File: src/rtl/vga_plot_arbiter_if.sv
// Requester-side bus of the VGA plot arbiter: request/pixel inputs from the
// three drawing engines and the grant plus the single VGA write port.
interface vga_plot_arbiter_if;
  logic [2:0]  req;
  logic [2:0]  pix_valid;
  logic [2:0]  pix_last;
  logic [26:0] pix_colour;
  logic [44:0] pix_xy;
  logic [2:0]  grant;
  logic [8:0]  vga_colour;
  logic [7:0]  vga_x;
  logic [6:0]  vga_y;
  logic        vga_plot;
  logic        busy;
  logic        timeout_flag;

  // Drawing engines (and the bench) drive requests and pixels.
  modport master (
    output req, pix_valid, pix_last, pix_colour, pix_xy,
    input  grant, vga_colour, vga_x, vga_y, vga_plot, busy, timeout_flag
  );

  // The arbiter consumes requests and drives grant and the VGA port.
  modport slave (
    input  req, pix_valid, pix_last, pix_colour, pix_xy,
    output grant, vga_colour, vga_x, vga_y, vga_plot, busy, timeout_flag
  );
endinterface

File: src/rtl/vga_plot_arbiter.sv
// Round-robin arbiter that lets one of three drawing engines own the VGA
// write port for a burst of pixels, filters invisible pixels and revokes
// a grant that sits idle for too long.
module vga_plot_arbiter #(
  parameter logic [8:0]  TRANSPARENT = 9'h1FF,
  parameter int unsigned TIMEOUT     = 4095,
  parameter int unsigned X_MAX       = 160,
  parameter int unsigned Y_MAX       = 120
) (
  input  logic              clk,
  input  logic              reset,
  vga_plot_arbiter_if.slave bus
);

  localparam int          CW     = (TIMEOUT < 2) ? 1 : $clog2(TIMEOUT + 1);
  localparam logic [CW-1:0] TO_VAL = CW'(TIMEOUT);
  localparam logic [8:0]  X_LIM  = 9'(X_MAX);
  localparam logic [7:0]  Y_LIM  = 8'(Y_MAX);

  typedef enum logic [1:0] {IDLE, BURST, RELEASE} state_t;

  state_t          state_q, state_d;
  logic [2:0]      grant_q, grant_d;
  logic [1:0]      gidx_q, gidx_d;
  logic [1:0]      rr_ptr_q, rr_ptr_d;
  logic [CW-1:0]   idle_cnt_q, idle_cnt_d;
  logic [8:0]      vga_colour_q, vga_colour_d;
  logic [7:0]      vga_x_q, vga_x_d;
  logic [6:0]      vga_y_q, vga_y_d;
  logic            vga_plot_q, vga_plot_d;
  logic            busy_q, busy_d;
  logic            timeout_flag_q, timeout_flag_d;

  // Per-requester views of the packed pixel buses.
  logic [8:0] col_arr [3];
  logic [7:0] x_arr   [3];
  logic [6:0] y_arr   [3];

  for (genvar gi = 0; gi < 3; gi++) begin : g_slice
    assign col_arr[gi] = bus.pix_colour[9*gi +: 9];
    assign x_arr[gi]   = bus.pix_xy[15*gi + 7 +: 8];
    assign y_arr[gi]   = bus.pix_xy[15*gi +: 7];
  end

  // Round-robin search starting at rr_ptr and wrapping modulo 3.
  logic       win_found;
  logic [1:0] win_idx;
  int         cand;
  always_comb begin
    win_found = 1'b0;
    win_idx   = 2'd0;
    cand      = 0;
    for (int k = 0; k < 3; k++) begin
      cand = (int'(rr_ptr_q) + k) % 3;
      if (!win_found && bus.req[cand]) begin
        win_found = 1'b1;
        win_idx   = 2'(cand);
      end
    end
  end

  // Signals of the currently granted requester only; others are ignored.
  logic          sel_req, sel_valid, sel_last, accept, visible;
  logic [CW-1:0] cnt_inc;
  always_comb begin
    sel_req   = bus.req[gidx_q];
    sel_valid = bus.pix_valid[gidx_q];
    sel_last  = bus.pix_last[gidx_q];
    // A falling req still lets a final pixel through, but never a mid-burst one.
    accept    = (state_q == BURST) && sel_valid && (sel_req || sel_last);
    visible   = (col_arr[gidx_q] != TRANSPARENT) &&
                ({1'b0, x_arr[gidx_q]} < X_LIM) &&
                ({1'b0, y_arr[gidx_q]} < Y_LIM);
    cnt_inc   = (idle_cnt_q == TO_VAL) ? idle_cnt_q : idle_cnt_q + CW'(1);
  end

  // Next-state and next-output logic for the IDLE/BURST/RELEASE FSM.
  always_comb begin
    state_d        = state_q;
    grant_d        = grant_q;
    gidx_d         = gidx_q;
    rr_ptr_d       = rr_ptr_q;
    idle_cnt_d     = idle_cnt_q;
    vga_colour_d   = vga_colour_q;
    vga_x_d        = vga_x_q;
    vga_y_d        = vga_y_q;
    vga_plot_d     = 1'b0;
    timeout_flag_d = 1'b0;
    unique case (state_q)
      IDLE: begin
        if (win_found) begin
          state_d    = BURST;
          grant_d    = 3'b001 << win_idx;
          gidx_d     = win_idx;
          idle_cnt_d = '0;
        end
      end
      BURST: begin
        if (accept) begin
          vga_colour_d = col_arr[gidx_q];
          vga_x_d      = x_arr[gidx_q];
          vga_y_d      = y_arr[gidx_q];
          vga_plot_d   = visible;
          idle_cnt_d   = '0;
          // pix_last wins over a watchdog expiry in the same cycle.
          if (sel_last) begin
            state_d = RELEASE;
            grant_d = 3'b000;
          end
        end else if (!sel_req) begin
          state_d = RELEASE;
          grant_d = 3'b000;
        end else begin
          idle_cnt_d = cnt_inc;
          if (cnt_inc == TO_VAL) begin
            state_d        = RELEASE;
            grant_d        = 3'b000;
            timeout_flag_d = 1'b1;
          end
        end
      end
      RELEASE: begin
        grant_d  = 3'b000;
        rr_ptr_d = (gidx_q == 2'd2) ? 2'd0 : gidx_q + 2'd1;
        state_d  = IDLE;
      end
      default: begin
        state_d = IDLE;
        grant_d = 3'b000;
      end
    endcase
    busy_d = (state_d != IDLE);
  end

  // State and registered outputs; reset overrides everything, including a pixel in flight.
  always_ff @(posedge clk) begin
    if (reset) begin
      state_q        <= IDLE;
      grant_q        <= 3'b000;
      gidx_q         <= 2'd0;
      rr_ptr_q       <= 2'd0;
      idle_cnt_q     <= '0;
      vga_colour_q   <= 9'd0;
      vga_x_q        <= 8'd0;
      vga_y_q        <= 7'd0;
      vga_plot_q     <= 1'b0;
      busy_q         <= 1'b0;
      timeout_flag_q <= 1'b0;
    end else begin
      state_q        <= state_d;
      grant_q        <= grant_d;
      gidx_q         <= gidx_d;
      rr_ptr_q       <= rr_ptr_d;
      idle_cnt_q     <= idle_cnt_d;
      vga_colour_q   <= vga_colour_d;
      vga_x_q        <= vga_x_d;
      vga_y_q        <= vga_y_d;
      vga_plot_q     <= vga_plot_d;
      busy_q         <= busy_d;
      timeout_flag_q <= timeout_flag_d;
    end
  end

  assign bus.grant        = grant_q;
  assign bus.vga_colour   = vga_colour_q;
  assign bus.vga_x        = vga_x_q;
  assign bus.vga_y        = vga_y_q;
  assign bus.vga_plot     = vga_plot_q;
  assign bus.busy         = busy_q;
  assign bus.timeout_flag = timeout_flag_q;

endmodule

File: src/flat_wrapper.sv
// flat-port wrapper written by rule: the top's interface ports become plain ports
module vga_plot_arbiter_flat 
#(
  parameter logic [8:0]  TRANSPARENT = 9'h1FF,
  parameter int unsigned TIMEOUT     = 4095,
  parameter int unsigned X_MAX       = 160,
  parameter int unsigned Y_MAX       = 120
)
  (clk, reset, bus_req, bus_pix_valid, bus_pix_last, bus_pix_colour, bus_pix_xy, bus_grant, bus_vga_colour, bus_vga_x, bus_vga_y, bus_vga_plot, bus_busy, bus_timeout_flag);
  vga_plot_arbiter_if bus_i ();
  input  logic clk;
  input  logic reset;
  input wire logic [$bits(bus_i.req)-1:0] bus_req;
  input wire logic [$bits(bus_i.pix_valid)-1:0] bus_pix_valid;
  input wire logic [$bits(bus_i.pix_last)-1:0] bus_pix_last;
  input wire logic [$bits(bus_i.pix_colour)-1:0] bus_pix_colour;
  input wire logic [$bits(bus_i.pix_xy)-1:0] bus_pix_xy;
  output wire logic [$bits(bus_i.grant)-1:0] bus_grant;
  output wire logic [$bits(bus_i.vga_colour)-1:0] bus_vga_colour;
  output wire logic [$bits(bus_i.vga_x)-1:0] bus_vga_x;
  output wire logic [$bits(bus_i.vga_y)-1:0] bus_vga_y;
  output wire logic [$bits(bus_i.vga_plot)-1:0] bus_vga_plot;
  output wire logic [$bits(bus_i.busy)-1:0] bus_busy;
  output wire logic [$bits(bus_i.timeout_flag)-1:0] bus_timeout_flag;
  assign bus_i.req = bus_req;
  assign bus_i.pix_valid = bus_pix_valid;
  assign bus_i.pix_last = bus_pix_last;
  assign bus_i.pix_colour = bus_pix_colour;
  assign bus_i.pix_xy = bus_pix_xy;
  assign bus_grant = bus_i.grant;
  assign bus_vga_colour = bus_i.vga_colour;
  assign bus_vga_x = bus_i.vga_x;
  assign bus_vga_y = bus_i.vga_y;
  assign bus_vga_plot = bus_i.vga_plot;
  assign bus_busy = bus_i.busy;
  assign bus_timeout_flag = bus_i.timeout_flag;
  vga_plot_arbiter #(.TRANSPARENT(TRANSPARENT), .TIMEOUT(TIMEOUT), .X_MAX(X_MAX), .Y_MAX(Y_MAX)) u_core (.clk(clk), .reset(reset), .bus(bus_i));
endmodule
File: config.mk
export PLATFORM = sky130hd
export DESIGN_NAME = vga_plot_arbiter_flat
export DESIGN_NICKNAME = d
export VERILOG_FILES = /design/src/rtl/vga_plot_arbiter_if.sv /design/src/rtl/vga_plot_arbiter.sv /design/src/flat_wrapper.sv
export SDC_FILE = /design/constraint.sdc
export NUM_CORES = 1
export LEC_CHECK = 0
export ABC_AREA = 0
export CAP_MARGIN = 10
export CORE_UTILIZATION = 40
export CTS_BUF_LIST = sky130_fd_sc_hd__clkbuf_4
export CTS_CLUSTER_SIZE = 20
export DETAILED_ROUTE_END_ITERATION = 10
export MAX_ROUTING_LAYER = met4
export PLACE_DENSITY = 0.73
export SKIP_LAST_GASP = 1
export SYNTH_ARGS = -nofsm -noshare
export SYNTH_HDL_FRONTEND = slang
export SYNTH_SLANG_ARGS = --single-unit
File: constraint.sdc
create_clock -name clk -period 2.44 [get_ports clk]
set_input_delay 0.366 -clock clk [delete_from_list [all_inputs] [get_ports clk]]
set_output_delay 0.366 -clock clk [all_outputs]
set_load 0.01 [all_outputs]
# After elaboration in Yosys (flattened, before gate mapping)
# Index checks and enable logic that the tools add are counted.
# word_totals
reg_bits	48
in_bits	83
out_inout_bits	30
word_cells	107
# op_classes
n_addsub	4
div	3
magnitude_cmp	7
n_eq_ne	10
shifts	1
muxes	49
n_bitwise	4
reduce_logical	18
# op_table
cell	n
32-bit by 4-bit less-than comparator with 1-bit output, second input constant	3
32-bit by 3-bit remainder unit with 32-bit output, second input constant	2
12-bit 2-to-1 mux	4
3-bit by 3-bit remainder unit with 32-bit output, second input constant	1
12-bit == test, second input constant	2
12-bit one-hot mux with 2 select lines	1
9-bit binary-select mux with 2-bit select	1
2-bit 2-to-1 mux	9
9-bit 2-to-1 mux	2
8-bit binary-select mux with 2-bit select	1
8-bit 2-to-1 mux	2
3-bit 2-to-1 mux	5
7-bit binary-select mux with 2-bit select	1
7-bit 2-to-1 mux	2
1-bit 2-to-1 mux	13
12-bit by 1-bit adder with 12-bit output, second input constant	1
1-bit binary-select mux with 2-bit select	6
9-bit != test, second input constant	1
8-bit less-than comparator, second input constant	1
7-bit less-than comparator, second input constant	1
1-bit logical AND	6
3-bit one-hot mux with 2 select lines	1
3-bit AND reduction	2
2-bit == test, second input constant	2
other kinds (21)	26

# Logic depth before layout (Yosys ltp)
# Gate-level depths: netlist (run 1).
# depth
word_depth	14
depth_mapped	11
mapped_depth_nobuf	9

# Worst setup path before layout (run 1)
# OpenSTA, ideal clock, no wires.
# synth_path
kind	reg-to-reg
from	register u_core.rr_ptr_q[0]
to	register u_core.idle_cnt_q[8]
setup_time_ns	0.133
arrival_ns	2.094
required_ns	2.307
path_slack_ns	0.213
stages_incl_launch_ff	11
path_buffers	2
synth_period_minus_slack_ns	2.227
cell_sequence	dfxtp_1 > inv_1 > ha_1 > buf_2 > a22oi_1 > a21oi_1 > or4_4 > o311a_1 > buf_6 > a31oi_1 > a211oi_2
# synth_via
elab_chain_len	13
word_cells_on_any_way	23
cone_classes	add/sub: 2; div: 3; eq/ne: 1; mux: 12; reduce/logical: 5
# synth_lines
element	line	text
start: declaration	vga_plot_arbiter.sv:25	logic [1:0] rr_ptr_q, rr_ptr_d;
start signal: assignment	vga_plot_arbiter.sv:153	rr_ptr_q <= rr_ptr_d;
parallel branches: the longest is 10 deep, another holds 32-bit by 3-bit remainder unit with 32-bit output	-	
1-bit 2-to-1 mux *	vga_plot_arbiter.sv:55	if (!win_found && bus.req[cand]) begin
2-bit by 1-bit != test with 1-bit output (no line) *	-	
3-bit AND reduction (no line) *	-	
end signal: assignment	vga_plot_arbiter.sv:154	idle_cnt_q <= idle_cnt_d;
end: declaration	vga_plot_arbiter.sv:26	logic [CW-1:0] idle_cnt_q, idle_cnt_d;
# Mark *: on every way between the ends. The select of a mux whose other input is x is not followed.
# A chain may end at the register's enable or synchronous reset.

# Worst setup path after layout (run 1)
# Same ends and word-level chain as after synthesis.

==> results of run 1 <==
## state kept, by name, summed over array words and instances, names as in the netlist
register,count
u_core.bus.vga_colour,9
u_core.bus.grant,3
u_core.gidx_q,2
u_core.bus.timeout_flag,1
u_core.bus.vga_x,8
u_core.state_q,2
u_core.rr_ptr_q,2
u_core.bus.busy,1
u_core.idle_cnt_q,12
u_core.bus.vga_y,7
u_core.bus.vga_plot,1
## synth_stat cells, types with 6 or more instances
master / count / area share
nor2_1: 70 / 0.086
a21oi_1: 50 / 0.082
dfxtp_1: 48 / 0.31
mux2i_1: 29 / 0.095
a211oi_1: 27 / 0.066
nand2_1: 18 / 0.022
buf_2: 15 / 0.025
clkbuf_1: 11 / 0.013
inv_1: 10 / 0.012
nand3_1: 9 / 0.015
nor3_1: 9 / 0.015
a31oi_1: 7 / 0.014
nor4_1: 7 / 0.014
o21ai_0: 6 / 0.0098
## timing repair
item	CTS	global route
setup endpoints to repair	1	14
gates resized for setup	1	3
pin swaps	0	1
## area by class of cell
type                            instances  area (sq um)  share of cell area
Clock inverter                          3          42.5             0.00973
Multi-Input combinational cell        297          1910               0.437
Timing Repair Buffer                  131          1260               0.288
Sequential cell                        48           962               0.220
Clock buffer                            5          37.5             0.00859
Inverter                               10          37.5             0.00859
Tap cell                               99           124              0.0283
## path summary, 6_finish.rpt
check,to,cells after the start,from,slack (ns)
worst min-delay path,u_core.bus.grant[0],2,u_core.bus.grant[0],0.49
worst max-delay path,u_core.idle_cnt_q[8],8,u_core.rr_ptr_q[0],0.13
worst max register to register,u_core.idle_cnt_q[8],8,u_core.rr_ptr_q[0],0.13
worst min register to register,u_core.bus.grant[0],2,u_core.bus.grant[0],0.49
## kinds of logic (layout without fill, tap and decap cells)
group           count (synthesis)  after routing  synth area share
compound gates                116            116             0.259
xor+xnor                        2              2           0.00572
buf+inv                        42            149            0.0699
flops                          48             48             0.314
mux                            29             29            0.0948
simple gates                  146            146             0.241
fa+ha+maj                       4              4            0.0163
## power by group through the flow
stage	combinational [mW]	clock (mW)	sequential [mW]
final	0.722	0.480	0.888
after global routing	0.791	0.534	0.896
after CTS	0.723	0.490	0.887
after detailed placement	0.719	0	0.904
after global placement	0.711	0	0.903
after floorplan	0.381	0	0.919
## per-layer routing
| layer | track usage | wire length [microns] | up-vias |
|---|---|---|---|
| li1 | - | - | 1617 |
| met1 | 0.320 | 4200 | 1480 |
| met2 | 0.343 | 4000 | 105 |
| met3 | 0.0443 | 481 | 6 |
| met4 | 0.0433 | 53 | 0 |
| met5 | - | 0 | - |
## tightest hold or removal path: stages, from the launching register on
cell and delay [ns]:
dfxtp_1 0.35, nand2_1 0.06, o21ai_1 0.06
==> flow_metrics.env, run 1 <==
export IMPL_status="finished clean"
export IMPL_required_ns=2.70
export IMPL_placed_area_sq_um=4270
export IMPL_vias_per_cell=5.41
export IMPL_crit_fanout=10
export IMPL_syn_nets=474
export IMPL_stdcell_count=593
export IMPL_final_min_clock_period_ns=2.31
export IMPL_grt_use_total=0.228
export IMPL_place_hpwl_microns=6800
export IMPL_rsz0062_at_grt="true"
export IMPL_post_route_util=0.596
export IMPL_nets=580
export IMPL_cp_start_kind="flip-flop"
export IMPL_final_cell_mix="clkdlybuf4s50_1, nor2_1, a21oi_1"
export IMPL_diodes=0
export IMPL_synth_cells=387
export IMPL_clkLatencyLatePin_ns=0.37
export IMPL_leakage_nw=1.47
export IMPL_port_buffers=112
export IMPL_first_pass_iters=4
export IMPL_timing_fmax_mhz=433
export IMPL_cts_root_buf="clkbuf_4"
export IMPL_numCtsBuffers=5
export IMPL_io_pins=113
export IMPL_core_sq_um=7330
export IMPL_num_vias=3208
export IMPL_slowest_delay_ns=0.53
export IMPL_fp_dieH_microns=89.5
export IMPL_ys_seq_elements=48
export IMPL_syn_area_per_cell_sq_um=7.91
export IMPL_fillers=642
export IMPL_cp_top_family="compound AO/OA/AOI/OAI gates"
export IMPL_crit_buf_inv=1
export IMPL_hold_viol_final=0
export IMPL_path_clk_slew_ns=0.15
export IMPL_layout_commonest_cell="clkdlybuf4s50_1"
export IMPL_drc_errors=0
export IMPL_stdcell_area_sq_um=4370
export IMPL_intPower_mw=1.43
export IMPL_start_util=0.418
export IMPL_dp_cells=585
export IMPL_hold_ws_ns=0.486
export IMPL_holdBufCountCts=0
export IMPL_fin_ws_ns=0.131
export IMPL_synth_ff_type="dfxtp_1"
export IMPL_dp_slack_ns=-0.0625
export IMPL_power_density_nw_per_um2=478
export IMPL_syn_area_sq_um=3060
export IMPL_place_congestion=0.855
export IMPL_hold_path_class="reg -> reg"
export IMPL_wl_per_cell_microns=14.7
export IMPL_routed_wirelength_microns=8740
export IMPL_p_comb_frac=0.346
export IMPL_clkSinkCount=48
export IMPL_netSwitchingFraction=0.314
export IMPL_setup_tns_ns=0
export IMPL_yosysUniqueCellTypes=59
export IMPL_p_total_mw=2.09
export IMPL_crit_arrival_ns=2.57
export IMPL_power_switching_mw=0.656
export IMPL_setup_viol=0
export IMPL_yosysWarningCount=0
export IMPL_slew_viol_final=0
export IMPL_slew_limit_headroom=0.651
export IMPL_fp_row_count=31
export IMPL_skew_ns=0.0147
export IMPL_grt_ovfl_total=0
export IMPL_max_cap_violations=0
export IMPL_synthArstFlopShare=0
export IMPL_clockBufferDepth=2
export IMPL_final_layout_size_suffix_gt1_frac=0.103
export IMPL_slowest_stage="or4_4"
export IMPL_grt_max_degree=26
export IMPL_syn2layout_area_growth_pct=42.7
export IMPL_antenna_left=0
export IMPL_cp_end_kind="flip-flop"
export IMPL_grt_pass1_wl_microns=13600
export IMPL_power_frac_clock=0.230
export IMPL_synth_edf_count=0
export IMPL_htree_levels=2
export IMPL_cts_setup_buffers=0
export IMPL_grt_pass1_vias=2799
export IMPL_die_width_microns=89.5
export IMPL_first_iter_violations=131
export IMPL_worst_slew_pin_slew_ns=0.522
export IMPL_antenna_found_initial=0
export IMPL_post_route_period_util=0.946
export IMPL_ir_drop_uv=227
export IMPL_ys_seq_area_frac=0.314
export IMPL_path_cells="inv_1 > ha_2 > a21bo_2 > a21oi_1 > or4_4 > o311a_2 > a31oi_1 > a211oi_2"
export IMPL_die_area_sq_um=8010
export IMPL_cts_tree="yes"
export IMPL_p_seq_frac=0.425
export IMPL_critical_path_class="reg -> reg"
(Power assumes the default switching activity.)
==> inputs of run 2 (changes only) <==
--- a/config.mk
+++ b/config.mk
@@ -7,12 +7,12 @@
 export LEC_CHECK = 0
 export ABC_AREA = 0
 export CAP_MARGIN = 10
-export CORE_UTILIZATION = 40
+export CORE_UTILIZATION = 46
 export CTS_BUF_LIST = sky130_fd_sc_hd__clkbuf_4
 export CTS_CLUSTER_SIZE = 20
 export DETAILED_ROUTE_END_ITERATION = 10
 export MAX_ROUTING_LAYER = met4
-export PLACE_DENSITY = 0.73
+export PLACE_DENSITY = 0.83
 export SKIP_LAST_GASP = 1
 export SYNTH_ARGS = -nofsm -noshare
 export SYNTH_HDL_FRONTEND = slang
==> run 2 against run 1 <==
  * Sequential share of layout area increased by 0.13 points
  * Highest routed layer unchanged
  * Total power increased by 3.4%
  * Die area decreased by 13%
  * Global-route usage increased by 2.3 points
==> flow_metrics.env, run 2 (same netlist as run 1, synthesis figures left out) <==
export IMPL_antenna_found_initial=0
export IMPL_crit_fanout=10
export IMPL_routed_wirelength_microns=8580
export IMPL_die_area_sq_um=6990
export IMPL_setup_tns_ns=0
export IMPL_place_hpwl_microns=6740
export IMPL_vias_per_cell=5.67
export IMPL_cp_top_family="compound AO/OA/AOI/OAI gates"
export IMPL_final_cell_mix="clkdlybuf4s50_1, nor2_1, a21oi_1"
export IMPL_die_width_microns=83.6
export IMPL_final_layout_size_suffix_gt1_frac=0.0982
export IMPL_numCtsBuffers=5
export IMPL_port_buffers=112
export IMPL_required_ns=2.69
export IMPL_hold_path_class="reg -> reg"
export IMPL_nets=576
export IMPL_cts_tree="yes"
export IMPL_io_pins=113
export IMPL_timing_fmax_mhz=426
export IMPL_post_route_period_util=0.962
export IMPL_wl_per_cell_microns=15.2
export IMPL_slew_limit_headroom=0.599
export IMPL_largest_register_ffs=12
export IMPL_path_clk_slew_ns=0.13
export IMPL_rsz0062_at_grt="true"
export IMPL_fp_row_count=29
export IMPL_crit_buf_inv=1
export IMPL_core_sq_um=6390
export IMPL_clkSinkCount=48
export IMPL_first_pass_iters=4
export IMPL_clkLatencyLatePin_ns=0.36
export IMPL_critical_path_class="reg -> reg"
export IMPL_stdcell_area_sq_um=4350
export IMPL_grt_pass1_vias=3008
export IMPL_antenna_left=0
export IMPL_slew_viol_final=0
export IMPL_start_util=0.479
export IMPL_final_min_clock_period_ns=2.35
export IMPL_htree_levels=2
export IMPL_placed_area_sq_um=4230
export IMPL_status="finished clean"
export IMPL_power_density_nw_per_um2=497
export IMPL_cts_root_buf="clkbuf_4"
export IMPL_post_route_util=0.681
export IMPL_fillers=540
export IMPL_grt_max_degree=51
export IMPL_num_vias=3209
export IMPL_top_register="u_core.idle_cnt_q"
export IMPL_skew_ns=0.00922
export IMPL_ir_drop_uv=362
export IMPL_slowest_stage="or4_4"
export IMPL_dp_slack_ns=-0.0979
export IMPL_max_cap_violations=0
export IMPL_grt_pass1_wl_microns=14000
export IMPL_fin_ws_ns=0.0917
export IMPL_crit_arrival_ns=2.60
export IMPL_clockBufferDepth=2
export IMPL_place_congestion=0.900
export IMPL_grt_ovfl_total=0
export IMPL_fp_dieH_microns=83.6
export IMPL_worst_slew_pin_slew_ns=0.600
export IMPL_diodes=0
export IMPL_slowest_delay_ns=0.55
export IMPL_grt_use_total=0.252
export IMPL_leakage_nw=1.48
export IMPL_drc_errors=0
export IMPL_first_iter_violations=223
export IMPL_cp_start_kind="flip-flop"
export IMPL_cp_end_kind="flip-flop"
export IMPL_setup_viol=0
export IMPL_layout_commonest_cell="clkdlybuf4s50_1"
export IMPL_path_cells="inv_1 > ha_2 > a21bo_2 > a21oi_1 > or4_4 > o311a_2 > a31oi_1 > nor3_2"
export IMPL_syn2layout_area_growth_pct=42.1
export IMPL_hold_viol_final=0
## run 2: tightest hold or removal path: cells and delay by family (launching register included)
family          cells  cell delay (ns)
simple gates        1             0.05
compound gates      1             0.05
flops               1             0.33
## run 2: per-layer routing
metal / vias to the layer above / track usage / wire (microns) / share of wire
met5: - / - / 0 / 0
met4: 0 / 0.0555 / 110 / 0.013
met3: 12 / 0.0653 / 660 / 0.077
met2: 125 / 0.423 / 4250 / 0.50
met1: 1456 / 0.303 / 3560 / 0.41
li1: 1616 / - / - / -
## run 2: final cells by class
type | count | area, sq um | area share
timing repair buffer | 127 | 1250 | 0.286
multi-input combinational | 297 | 1910 | 0.439
clock inverter | 2 | 60.1 | 0.0138
tap | 77 | 96.3 | 0.0221
clock buffer | 5 | 37.5 | 0.00863
sequential | 48 | 963 | 0.221
inverter | 10 | 37.5 | 0.00863
## run 2: worst paths after layout
kind              slack (ns)           startpoint  cells past startpoint              endpoint
setup reg to reg        0.09   u_core.rr_ptr_q[0]                      8  u_core.idle_cnt_q[6]
setup / recovery        0.09   u_core.rr_ptr_q[0]                      8  u_core.idle_cnt_q[6]
hold / removal          0.46  u_core.bus.grant[0]                      2   u_core.bus.grant[0]
hold reg to reg         0.46  u_core.bus.grant[0]                      2   u_core.bus.grant[0]
## run 2: through the flow
| stage | total power [mW] | cells | hold WS, ns |
|---|---|---|---|
| floorplan | 1.30 | 387 | 0.473 |
| global route | 2.28 | 566 | 0.481 |
| finish | 2.16 | 566 | 0.463 |
| global placement | 1.59 | 559 | 0.441 |
| CTS | 2.17 | 566 | 0.466 |
| detailed placement | 1.61 | 559 | 0.449 |
## run 2: what timing repair did
item | 4_1_cts | 5_1_grt
resized for setup | 1 | 5
pin swaps | 0 | 0
setup endpoints to repair | 1 | 12
hold buffers | 0 | 0
buffers inserted | 0 | 0
## run 2: power by group
| group | total (mW) | switching, mW | internal, mW | leakage, nW |
|---|---|---|---|---|
| sequential | 0.887 | 0.0421 | 0.845 | 0.392 |
| combinational | 0.708 | 0.342 | 0.366 | 1.04 |
| clock | 0.565 | 0.251 | 0.314 | 0.0513 |
==> inputs of run 3 (changes only) <==
--- a/config.mk
+++ b/config.mk
@@ -6,13 +6,13 @@
 export NUM_CORES = 1
 export LEC_CHECK = 0
 export ABC_AREA = 0
-export CAP_MARGIN = 10
+export CAP_MARGIN = 20
 export CORE_UTILIZATION = 46
 export CTS_BUF_LIST = sky130_fd_sc_hd__clkbuf_4
 export CTS_CLUSTER_SIZE = 20
 export DETAILED_ROUTE_END_ITERATION = 10
 export MAX_ROUTING_LAYER = met4
-export PLACE_DENSITY = 0.83
+export PLACE_DENSITY_LB_ADDON = 0.12
 export SKIP_LAST_GASP = 1
 export SYNTH_ARGS = -nofsm -noshare
 export SYNTH_HDL_FRONTEND = slang
==> run 3 against run 2 <==
  * Via count is 0.62% higher
  * Clock power is 16% lower
  * Maximum frequency is 1.6% higher
  * Critical path depth stayed put
  * Non-clock buffer count is 2 higher
  * Count of clock-buffer cells in the layout is 1 higher
  * Total power is 3.3% lower
  * First-iteration DRC count is 22% lower
  * Critical endpoint is now u_core.state_q[1]
  * Largest cell class unchanged
==> flow_metrics.env, run 3 (same netlist as run 1, synthesis figures left out) <==
export IMPL_path_clk_slew_ns=0.14
export IMPL_first_pass_iters=6
export IMPL_fp_dieH_microns=83.6
export IMPL_drc_errors=0
export IMPL_core_sq_um=6390
export IMPL_dp_cells=561
export IMPL_setup_tns_ns=0
export IMPL_clockBufferDepth=2
export IMPL_grt_pass1_vias=3063
export IMPL_wl_per_cell_microns=15.0
export IMPL_dp_slack_ns=-0.0225
export IMPL_die_width_microns=83.6
export IMPL_port_buffers=112
export IMPL_intPower_mw=1.45
export IMPL_holdPathStages=2
export IMPL_grt_max_degree=50
export IMPL_layout_commonest_cell="clkdlybuf4s50_1"
export IMPL_antenna_left=0
export IMPL_skew_ns=0.0134
export IMPL_slew_viol_final=0
export IMPL_largest_register_ffs=12
export IMPL_slew_limit_headroom=0.605
export IMPL_place_hpwl_microns=6620
export IMPL_rr_worst_depth=8
export IMPL_numCtsBuffers=5
export IMPL_timing_fmax_mhz=433
export IMPL_netSwitchingFraction=0.307
export IMPL_p_seq_frac=0.424
export IMPL_status="finished clean"
export IMPL_ir_drop_uv=270
export IMPL_start_util=0.479
export IMPL_hold_viol_final=0
export IMPL_diodes=0
export IMPL_syn2layout_area_growth_pct=41.9
export IMPL_required_ns=2.74
export IMPL_p_comb_frac=0.348
export IMPL_crit_arrival_ns=2.61
export IMPL_worst_slew_pin_slew_ns=0.591
export IMPL_final_min_clock_period_ns=2.31
export IMPL_htree_levels=2
export IMPL_place_congestion=0.901
export IMPL_cp_end_kind="flip-flop"
export IMPL_first_iter_violations=175
export IMPL_cp_start_kind="flip-flop"
export IMPL_rsz0062_at_grt="false"
export IMPL_cts_tree="yes"
export IMPL_antenna_found_initial=0
export IMPL_stdcell_count=569
export IMPL_slowest_delay_ns=0.47
export IMPL_crit_fanout=6
export IMPL_power_density_nw_per_um2=481
export IMPL_hold_path_class="reg -> reg"
export IMPL_grt_ovfl_total=0
export IMPL_path_depth=8
export IMPL_final_cell_mix="clkdlybuf4s50_1, nor2_1, a21oi_1"
export IMPL_final_layout_size_suffix_gt1_frac=0.0996
export IMPL_cts_setup_buffers=0
export IMPL_cts_root_buf="clkbuf_4"
export IMPL_path_cells="ha_1 > and2_1 > nor3_1 > a211oi_1 > nor4b_2 > nand3_2 > nand3_1 > nor3b_2"
export IMPL_critical_path_class="reg -> reg"
export IMPL_slowest_stage="dfxtp_1"
export IMPL_nets=578
export IMPL_max_cap_violations=0
export IMPL_cp_top_family="simple AND/OR/NAND/NOR gates"
export IMPL_post_route_period_util=0.947
export IMPL_grt_use_total=0.251
export IMPL_leakage_nw=1.47
export IMPL_vias_per_cell=5.67
export IMPL_routed_wirelength_microns=8550
export IMPL_num_vias=3229
export IMPL_clkLatencyLatePin_ns=0.37
export IMPL_fin_ws_ns=0.129
export IMPL_die_area_sq_um=6990
export IMPL_crit_buf_inv=0
export IMPL_post_route_util=0.680
export IMPL_power_frac_clock=0.228
export IMPL_fp_row_count=29
export IMPL_grt_pass1_wl_microns=13900
export IMPL_io_pins=113
export IMPL_clkSinkCount=48
export IMPL_hold_ws_ns=0.497
export IMPL_setup_viol=0
export IMPL_regToRegSetupSlack_ns=0.13
export IMPL_power_switching_mw=0.641
export IMPL_top_register="u_core.idle_cnt_q"
## run 3: cell types whose count changed in the layout (fill, tap and decap cells not counted), sizes merged
| cell | previous run | this run |
|---|---|---|
| buf | 15 | 17 |
| bufinv | 2 | 1 |
| clkbuf | 5 | 6 |
| clkinv | 0 | 1 |
## run 3: area by class of cell
| cell class | instances | area (sq um) |
|---|---|---|
| clock inverters | 2 | 35.0 |
| fillers | 550 | 2040 |
| well taps | 77 | 96.3 |
| repair buffers | 129 | 1270 |
| inverters | 10 | 37.5 |
| flip-flops and latches | 48 | 963 |
| multi-input cells | 297 | 1890 |
| clock buffers | 6 | 45.0 |
## run 3: worst min-delay path, stage by stage, from the launching register on
cell and delay [ns]:
dfxtp_1 0.35, nand2_1 0.07, o21ai_1 0.05
## run 3: power groups by stage
| stage | sequential, mW | clock [mW] | combinational (mW) |
|---|---|---|---|
| 2_1_floorplan | 0.919 | 0 | 0.381 |
| 3_3_place_gp | 0.900 | 0 | 0.712 |
| 3_5_place_dp | 0.903 | 0 | 0.724 |
| 4_1_cts | 0.886 | 0.481 | 0.727 |
| 5_1_grt | 0.894 | 0.513 | 0.795 |
| 6_report | 0.886 | 0.476 | 0.728 |
## run 3: stage by stage
| step | total power [mW] | area [sq um] |
|---|---|---|
| 5_1_grt | 2.20 | 4340 |
| 2_1_floorplan | 1.30 | 3060 |
| 3_5_place_dp | 1.63 | 4260 |
| 4_1_cts | 2.09 | 4340 |
| 6_report | 2.09 | 4340 |
| 3_3_place_gp | 1.61 | 4260 |
## run 3: what timing repair did
| item | in CTS | in global routing |
|---|---|---|
| gates resized for setup | 0 | 3 |
| hold buffers | 0 | 0 |
| endpoints found under the setup margin | 0 | 12 |
## run 3: path summary, 6_finish.rpt
| path | from | to |
|---|---|---|
| setup / recovery | u_core.idle_cnt_q[1] | u_core.state_q[1] |
| hold / removal | u_core.bus.grant[0] | u_core.bus.grant[0] |
| setup reg to reg | u_core.idle_cnt_q[1] | u_core.state_q[1] |
| hold reg to reg | u_core.bus.grant[0] | u_core.bus.grant[0] |
## run 3: per-layer routing
metal / wire [microns] / vias up / global-route usage / part of all wire
li1: - / 1623 / - / -
met1: 3650 / 1477 / 0.291 / 0.43
met2: 4270 / 114 / 0.429 / 0.50
met3: 458 / 15 / 0.0564 / 0.054
met4: 178 / 0 / 0.0801 / 0.021
met5: 0 / - / - / 0
